--- config.mk ---
export PLATFORM = sky130hd
export DESIGN_NAME = brick_field
export DESIGN_NICKNAME = d
export VERILOG_FILES = /design/src/rtl/breakout_pkg.sv /design/src/rtl/brick_locator.sv /design/src/rtl/brick_field.sv
export SDC_FILE = /design/constraint.sdc
export NUM_CORES = 1
export LEC_CHECK = 0
export CAP_MARGIN = 10
export CORE_MARGIN = 4
export CORE_UTILIZATION = 44
export CTS_CLUSTER_SIZE = 30
export DETAILED_ROUTE_END_ITERATION = 8
export PLACE_DENSITY = 0.78
export SLEW_MARGIN = 20
export SYNTH_ARGS = -nofsm -noshare
export SYNTH_HDL_FRONTEND = slang
export SYNTH_SLANG_ARGS = --single-unit
--- constraint.sdc ---
create_clock -name clk -period 1.89 [get_ports clk]
set_input_delay 0.567 -clock clk [delete_from_list [all_inputs] [get_ports clk]]
set_output_delay 0.567 -clock clk [all_outputs]
set_load 0.01 [all_outputs]
--- src/rtl/breakout_pkg.sv ---
// Shared breakout constants: screen and brick geometry, colours, and the
// brick position lookup used by both the brick field and the ball logic.
package breakout_pkg;

  localparam int SCREEN_W     = 640;
  localparam int SCREEN_H     = 480;
  localparam int BLOCK_WIDTH  = 80;
  localparam int BLOCK_HEIGHT = 30;
  localparam int NUM_BLOCKS   = 12;

  // Row tops and column left edges, in pixels
  localparam logic [9:0] ROW0_TOP = 10'd40;
  localparam logic [9:0] ROW1_TOP = 10'd90;
  localparam logic [9:0] ROW2_TOP = 10'd140;

  localparam logic [9:0] COL0_LEFT = 10'd40;
  localparam logic [9:0] COL1_LEFT = 10'd160;
  localparam logic [9:0] COL2_LEFT = 10'd280;
  localparam logic [9:0] COL3_LEFT = 10'd400;
  localparam logic [9:0] COL4_LEFT = 10'd520;

  localparam logic [9:0] BLOCK_W10 = 10'(BLOCK_WIDTH);
  localparam logic [9:0] BLOCK_H10 = 10'(BLOCK_HEIGHT);

  // RGB332 colours
  localparam logic [7:0] RGB_BLACK = 8'h00;
  localparam logic [7:0] RGB_RED   = 8'hE0;
  localparam logic [7:0] RGB_WHITE = 8'hFF;

  typedef enum logic {
    ST_IDLE  = 1'b0,
    ST_FLASH = 1'b1
  } field_state_t;

  // Left edge of brick idx; row 2 only has bricks under columns 1 and 3
  function automatic logic [9:0] brick_left(input logic [3:0] idx);
    logic [9:0] left;
    case (idx)
      4'd0, 4'd5:        left = COL0_LEFT;
      4'd1, 4'd6, 4'd10: left = COL1_LEFT;
      4'd2, 4'd7:        left = COL2_LEFT;
      4'd3, 4'd8, 4'd11: left = COL3_LEFT;
      4'd4, 4'd9:        left = COL4_LEFT;
      default:           left = 10'd0;
    endcase
    return left;
  endfunction

  // Top edge of brick idx
  function automatic logic [9:0] brick_top(input logic [3:0] idx);
    logic [9:0] top;
    if (idx < 4'd5)       top = ROW0_TOP;
    else if (idx < 4'd10) top = ROW1_TOP;
    else                  top = ROW2_TOP;
    return top;
  endfunction

endpackage

--- src/rtl/brick_locator.sv ---
// Combinational pixel-to-brick lookup: reports whether the scan position
// falls inside any brick rectangle and which one.
module brick_locator
  import breakout_pkg::*;
(
  input  logic [9:0] pixel_x,
  input  logic [9:0] pixel_y,
  output logic       hit,
  output logic [3:0] idx
);

  // Bricks never overlap, so the first match is the only match
  always_comb begin
    hit = 1'b0;
    idx = 4'd0;
    for (int i = 0; i < NUM_BLOCKS; i++) begin
      if (!hit &&
          pixel_x >= brick_left(4'(i)) &&
          pixel_x <  brick_left(4'(i)) + BLOCK_W10 &&
          pixel_y >= brick_top(4'(i)) &&
          pixel_y <  brick_top(4'(i)) + BLOCK_H10) begin
        hit = 1'b1;
        idx = 4'(i);
      end
    end
  end

endmodule

--- src/rtl/brick_field.sv ---
// Brick map: accepts erase commands from the ball logic, flashes the erased
// brick for a number of frames, tracks a BCD score and the win flag, and
// answers per-pixel brick/colour queries with one cycle of latency.
module brick_field
  import breakout_pkg::*;
#(
  parameter int         NUM_BLOCKS   = 12,
  parameter int         FLASH_FRAMES = 8,
  parameter logic [7:0] BRICK_RGB    = 8'hE0,
  parameter logic [7:0] FLASH_RGB    = 8'hFF
) (
  input  logic        clk,
  input  logic        reset,
  input  logic        erase_enable,
  input  logic [5:0]  e_pos,
  input  logic        frame_tick,
  input  logic [9:0]  pixel_x,
  input  logic [9:0]  pixel_y,
  input  logic        video_on,
  output logic        brick_pixel,
  output logic [7:0]  brick_rgb,
  output logic [11:0] alive_mask,
  output logic [7:0]  score,
  output logic        erase_ack,
  output logic        all_cleared
);

  localparam int CNT_W = $clog2(FLASH_FRAMES + 1);

  field_state_t     state;
  logic [3:0]       flash_idx;
  logic [CNT_W-1:0] flash_cnt;
  logic             phase;
  logic             accept;

  logic             hit_p0;
  logic [3:0]       idx_p0;
  logic             vld_p0;
  logic             solid_p0;
  logic             flash_on_p0;

  // Two-digit BCD increment; the score is bounded by the brick count
  function automatic logic [7:0] bcd_inc(input logic [7:0] val);
    logic [7:0] res;
    if (val[3:0] == 4'd9) res = {val[7:4] + 4'd1, 4'd0};
    else                  res = {val[7:4], val[3:0] + 4'd1};
    return res;
  endfunction

  // An erase only counts for an in-range brick that is still solid
  always_comb begin
    accept = 1'b0;
    if (erase_enable && e_pos < 6'(NUM_BLOCKS))
      accept = alive_mask[e_pos[3:0]];
  end

  // Stage p0: locate the scan position and classify the brick under it
  brick_locator u_locator (
    .pixel_x (pixel_x),
    .pixel_y (pixel_y),
    .hit     (hit_p0),
    .idx     (idx_p0)
  );

  assign vld_p0      = video_on & hit_p0;
  assign solid_p0    = vld_p0 & alive_mask[idx_p0];
  assign flash_on_p0 = vld_p0 & (state == ST_FLASH) & (flash_idx == idx_p0) & phase;

  // Alive mask, score, ack and win flag bookkeeping plus the flash FSM
  always_ff @(posedge clk or posedge reset) begin
    if (reset) begin
      alive_mask  <= 12'hFFF;
      score       <= 8'h00;
      erase_ack   <= 1'b0;
      all_cleared <= 1'b0;
      state       <= ST_IDLE;
      flash_idx   <= 4'd0;
      flash_cnt   <= '0;
      phase       <= 1'b0;
    end else begin
      erase_ack   <= accept;
      all_cleared <= (alive_mask == 12'h000) && (state == ST_IDLE);
      if (accept) begin
        alive_mask[e_pos[3:0]] <= 1'b0;
        score                  <= bcd_inc(score);
      end
      // A new accept always (re)starts the flash and masks a same-cycle tick
      if (accept) begin
        state     <= ST_FLASH;
        flash_idx <= e_pos[3:0];
        flash_cnt <= CNT_W'(FLASH_FRAMES);
        phase     <= 1'b1;
      end else begin
        case (state)
          ST_IDLE: begin
            state <= ST_IDLE;
          end
          ST_FLASH: begin
            if (frame_tick) begin
              flash_cnt <= flash_cnt - 1'b1;
              phase     <= ~phase;
              if (flash_cnt == CNT_W'(1)) state <= ST_IDLE;
            end
          end
          default: state <= ST_IDLE;
        endcase
      end
    end
  end

  // Stage p1: registered pixel answer
  always_ff @(posedge clk or posedge reset) begin
    if (reset) begin
      brick_pixel <= 1'b0;
      brick_rgb   <= RGB_BLACK;
    end else if (solid_p0) begin
      brick_pixel <= 1'b1;
      brick_rgb   <= BRICK_RGB;
    end else if (flash_on_p0) begin
      brick_pixel <= 1'b1;
      brick_rgb   <= FLASH_RGB;
    end else begin
      brick_pixel <= 1'b0;
      brick_rgb   <= RGB_BLACK;
    end
  end

endmodule

==> key figures <==
Yosys
  – Post-synth ARST share: 100.0%
  – Nets in the synthesized netlist: 268
  – Number of distinct library cells after synthesis: 58
  – Avg Synthesized Cell Area: 9.560 um^2
  – Prevailing post-synth register cell: sky130_fd_sc_hd__dfrtp_1
  – Register bit count reported by yosys: 34
  – Portion of the post-synthesis area used by sequential elements: 38.70%
  – Cell types occupying the most area after synthesis: sky130_fd_sc_hd__dfrtp_1 25%, sky130_fd_sc_hd__dfstp_2 14%, sky130_fd_sc_hd__nand2_1 4.5%
  – Library cell with the largest summed area after synthesis: sky130_fd_sc_hd__dfrtp_1
  – Number of enable-type register cells in the synthesized netlist: 0
  – Area share of the largest cell type after synthesis: 24.61%
  – Syn Inst Count: 234
  – Netlist area before placement: 0.002237 mm^2
  – Synth warnings: 0

Final layout
  – Final cell count without fillers: 428
  – Fill cell count: 272
  – Layout cells sized above 1: 49.86%
  – NumNets Final: 394
  – Area Growth Syn to Fin: 74.33%
  – Diode count: 0

Floorplan
  – Area of the die: 0.006289 mm^2
  – Die Wd: 79.31 um
  – Die span in y: 79.31 um
  – Number of ports placed on the die boundary: 62
  – Number of rows in the core area: 25
  – Initial Utilization: 46.44%
  – Placeable core area: 0.004817 mm^2

Clock network
  – Inserted Clock Buffers: 5
  – Max Buffers Root-to-Sink: 2
  – CTS Sinks: 34
  – TritonCTS clock tree: done
  – Clock-pin slew reported for the worst setup and hold paths after clock tree synthesis: 0.07 ns
  – Library cell used as clock root buffer: sky130_fd_sc_hd__clkbuf_8
  – Number of H-tree levels: 2
  – Clk Latency, worst-skew pair: 0.29 ns
  – Hold buffer count at cts: 0

Timing
  – Clock skew after layout: 0.009079 ns
  – Worst Tran Pin Value: 0.5346 ns
  – Hold Fails Final Rpt: 0
  – Post-route clock period utilization: 130.3%
  – Max-slew headroom: 64.03%
  – Period minus WS final: 2.463 ns
  – Final TNS setup: -3.579 ns
  – FMAX: 406.0 MHz
  – Final count of negative-setup-slack endpoints: 29
  – RSZ-0062 raised after global routing: true
  – Setup ws final: -0.5730 ns
  – Worst hold slack: 0.4850 ns
  – Max-slew violations: 0

Routing
  – Total Wirelength: 8480 um
  – Initial DRT Pass Iterations: 5
  – Post-route antenna net violation count: 0
  – Final routed wire length divided by cell count: 19.81 um
  – Via count: 2508
  – Initial DRC Count: 178
  – Detail-routed via count per cell: 5.860
  – DRC errors left: 0

Worst setup path
  – Cell Chain, Critical Path: buf_6 > and3_4 > nor4_1 > a211oi_1 > o22a_2 > xnor2_1 > nor3_1 > nand4_1 > o21ba_1
  – Standard cell with the maximum stage delay on the critical path: sky130_fd_sc_hd__nor4_1
  – Slowest stage delay, CP: 0.50 ns
  – Required time at the worst-slack endpoint: 2.11 ns
  – CP arrival: 2.69 ns
  – Critical-path maximum fanout: 9
  – Sort of element at the end of the critical path: flop
  – Startpoint class of the critical path: input port
  – Category of the critical setup timing path: input port to flop

Worst hold path
  – Class of the tightest hold or removal check: flop to flop

Global route
  – All-Layer GR Usage: 26.22%
  – Antenna violations before repair: 0
  – First-pass GRT wire length: 12650 um
  – Total congestion overflow after global routing: 0
  – Maximum number of pins on one net before global-route repair: 35
  – Via count of the first global-routing pass: 2595

Power and ir drop
  – Pwr dens: 566.3 mW/mm^2
  – Pwr Total: 2.208 mW
  – Peak supply drop: 0.5249 mV
  – Leakage power summed over all cells: 1.769 nW

Run status
  – Result of the run: complete, but fails checks
  – Violations in the final reports: setup timing

Placed design
  – Gp weighted congestion: 0.8647
  – DP Cell Count: 401
  – Final HPWL DP: 4749 um
  – Number of buffer cells added on primary ports: 57

Flow run
  – Max capacitance violation total: 0
==> flip-flops by register name, indices dropped and copies added (netlist names) <==
| register | flops |
|---|---|
| alive_mask | 12 |
| flash_cnt | 4 |
| phase | 1 |
| erase_ack | 1 |
| state | 1 |
| brick_rgb | 1 |
| score | 8 |
| brick_pixel | 1 |
| flash_idx | 4 |
| all_cleared | 1 |
==> worst paths after layout <==
path	start	endpoint	slack [ns]	depth (start not counted)
max in group asynchronous	reset	alive_mask[8]	1.03	3
worst min-delay path	score[7]	score[7]	0.48	1
worst max register to register	alive_mask[11]	score[5]	-0.18	8
worst max-delay path	pixel_x[5]	brick_rgb[4]	-0.57	9
worst min register to register	score[7]	score[7]	0.48	1
min in group asynchronous	reset	brick_pixel	0.61	3
==> worst max-delay path, delay by kind of cell <==
| kind | cells | cell delay [ns] |
|---|---|---|
| AO/OA/AOI/OAI | 3 | 0.68 |
| XOR/XNOR | 1 | 0.17 |
| AND/OR/NAND/NOR | 4 | 1.15 |
| buffers and inverters | 1 | 0.11 |
==> stage by stage <==
stage	utilization, %	setup slack, ns	instance area [um^2]
finish	80.96	-0.5730	3900
global route	80.96	-0.5625	3900
CTS	77.77	-0.3665	3746
detailed placement	68.34	-1.214	3292
global placement	68.34	-1.156	3292
floorplan	-	-0.5382	2311
==> report_power, final <==
| part | total (mW) | internal [mW] | switching [mW] |
|---|---|---|---|
| Sequential | 0.933 | 0.828 | 0.105 |
| Combinational | 0.704 | 0.365 | 0.338 |
| Clock | 0.572 | 0.294 | 0.277 |
==> cells in the final DEF (no fill, tap or decap), drive strengths merged, types with 4 or more instances in the layout <==
master         count
buf               87
nand2             27
clkdlybuf4s50     26
dfrtp             22
nor2              20
dlygate4sd2       16
dfstp             12
o21a               9
inv                9
clkbuf             8
xnor2              8
o21ai              8
nor4               7
nand2b             6
or3                6
nand3              6
xor2               5
mux2i              4
clkdlybuf4s15      4
a211oi             4
==> logic make-up (layout without fill, tap and decap cells) <==
group	Yosys count	count (layout)	synth area share (%)
adder cells (fa/ha/maj)	3	3	1.678
multiplexers	10	10	6.320
AO/OA/AOI/OAI	52	52	19.18
flip-flops	34	34	38.70
AND/OR/NAND/NOR	98	98	23.15
buffers and inverters	24	151	5.872
XOR/XNOR	13	13	5.090
==> routing by layer <==
| metal | vias up | wire [um] | share of wire (%) | GRT usage, % |
|---|---|---|---|---|
| li1 | 1110 | - | - | - |
| met1 | 1213 | 3072 | 36 | 27.17 |
| met2 | 140 | 4459 | 53 | 48.57 |
| met3 | 45 | 519 | 6.1 | 5.329 |
| met4 | 0 | 429 | 5.1 | 14.95 |
| met5 | - | 0 | 0 | 0 |
==> Yosys cell counts (3+ instances only) <==
library cell	n
sky130_fd_sc_hd__nand2_1	27
sky130_fd_sc_hd__dfrtp_1	22
sky130_fd_sc_hd__nor2_1	20
sky130_fd_sc_hd__dfstp_2	12
sky130_fd_sc_hd__inv_1	9
sky130_fd_sc_hd__o21a_1	9
sky130_fd_sc_hd__o21ai_0	8
sky130_fd_sc_hd__xnor2_1	8
sky130_fd_sc_hd__buf_4	7
sky130_fd_sc_hd__nor4_1	7
sky130_fd_sc_hd__buf_2	6
sky130_fd_sc_hd__nand2b_1	6
sky130_fd_sc_hd__nand3_1	6
sky130_fd_sc_hd__or3_1	5
sky130_fd_sc_hd__xor2_1	5
sky130_fd_sc_hd__mux2i_1	4
sky130_fd_sc_hd__a211o_1	3
sky130_fd_sc_hd__a21oi_1	3
sky130_fd_sc_hd__ha_1	3
sky130_fd_sc_hd__mux2_2	3
sky130_fd_sc_hd__mux4_2	3
sky130_fd_sc_hd__nand4_1	3
sky130_fd_sc_hd__nor2b_1	3
sky130_fd_sc_hd__nor3_1	3
sky130_fd_sc_hd__o31a_1	3
==> what timing repair did <==
item	CTS	global route
setup buffers	16	9
gates cloned	0	0
pin swaps	38	34
endpoints found under the setup margin	45	35
resized for setup	131	44
==> final cells by class <==
cell class	instances	area, um^2	share of cell area, %
well taps	67	83.83	2.150
multi-input cells	176	1638	42.00
flip-flops and latches	34	869.6	22.30
inverters	9	33.78	0.8662
clock inverters	1	5.005	0.1283
repair buffers	134	1184	30.35
clock buffers	7	86.33	2.214
Note: power is estimated with default switching activity, not from simulation.
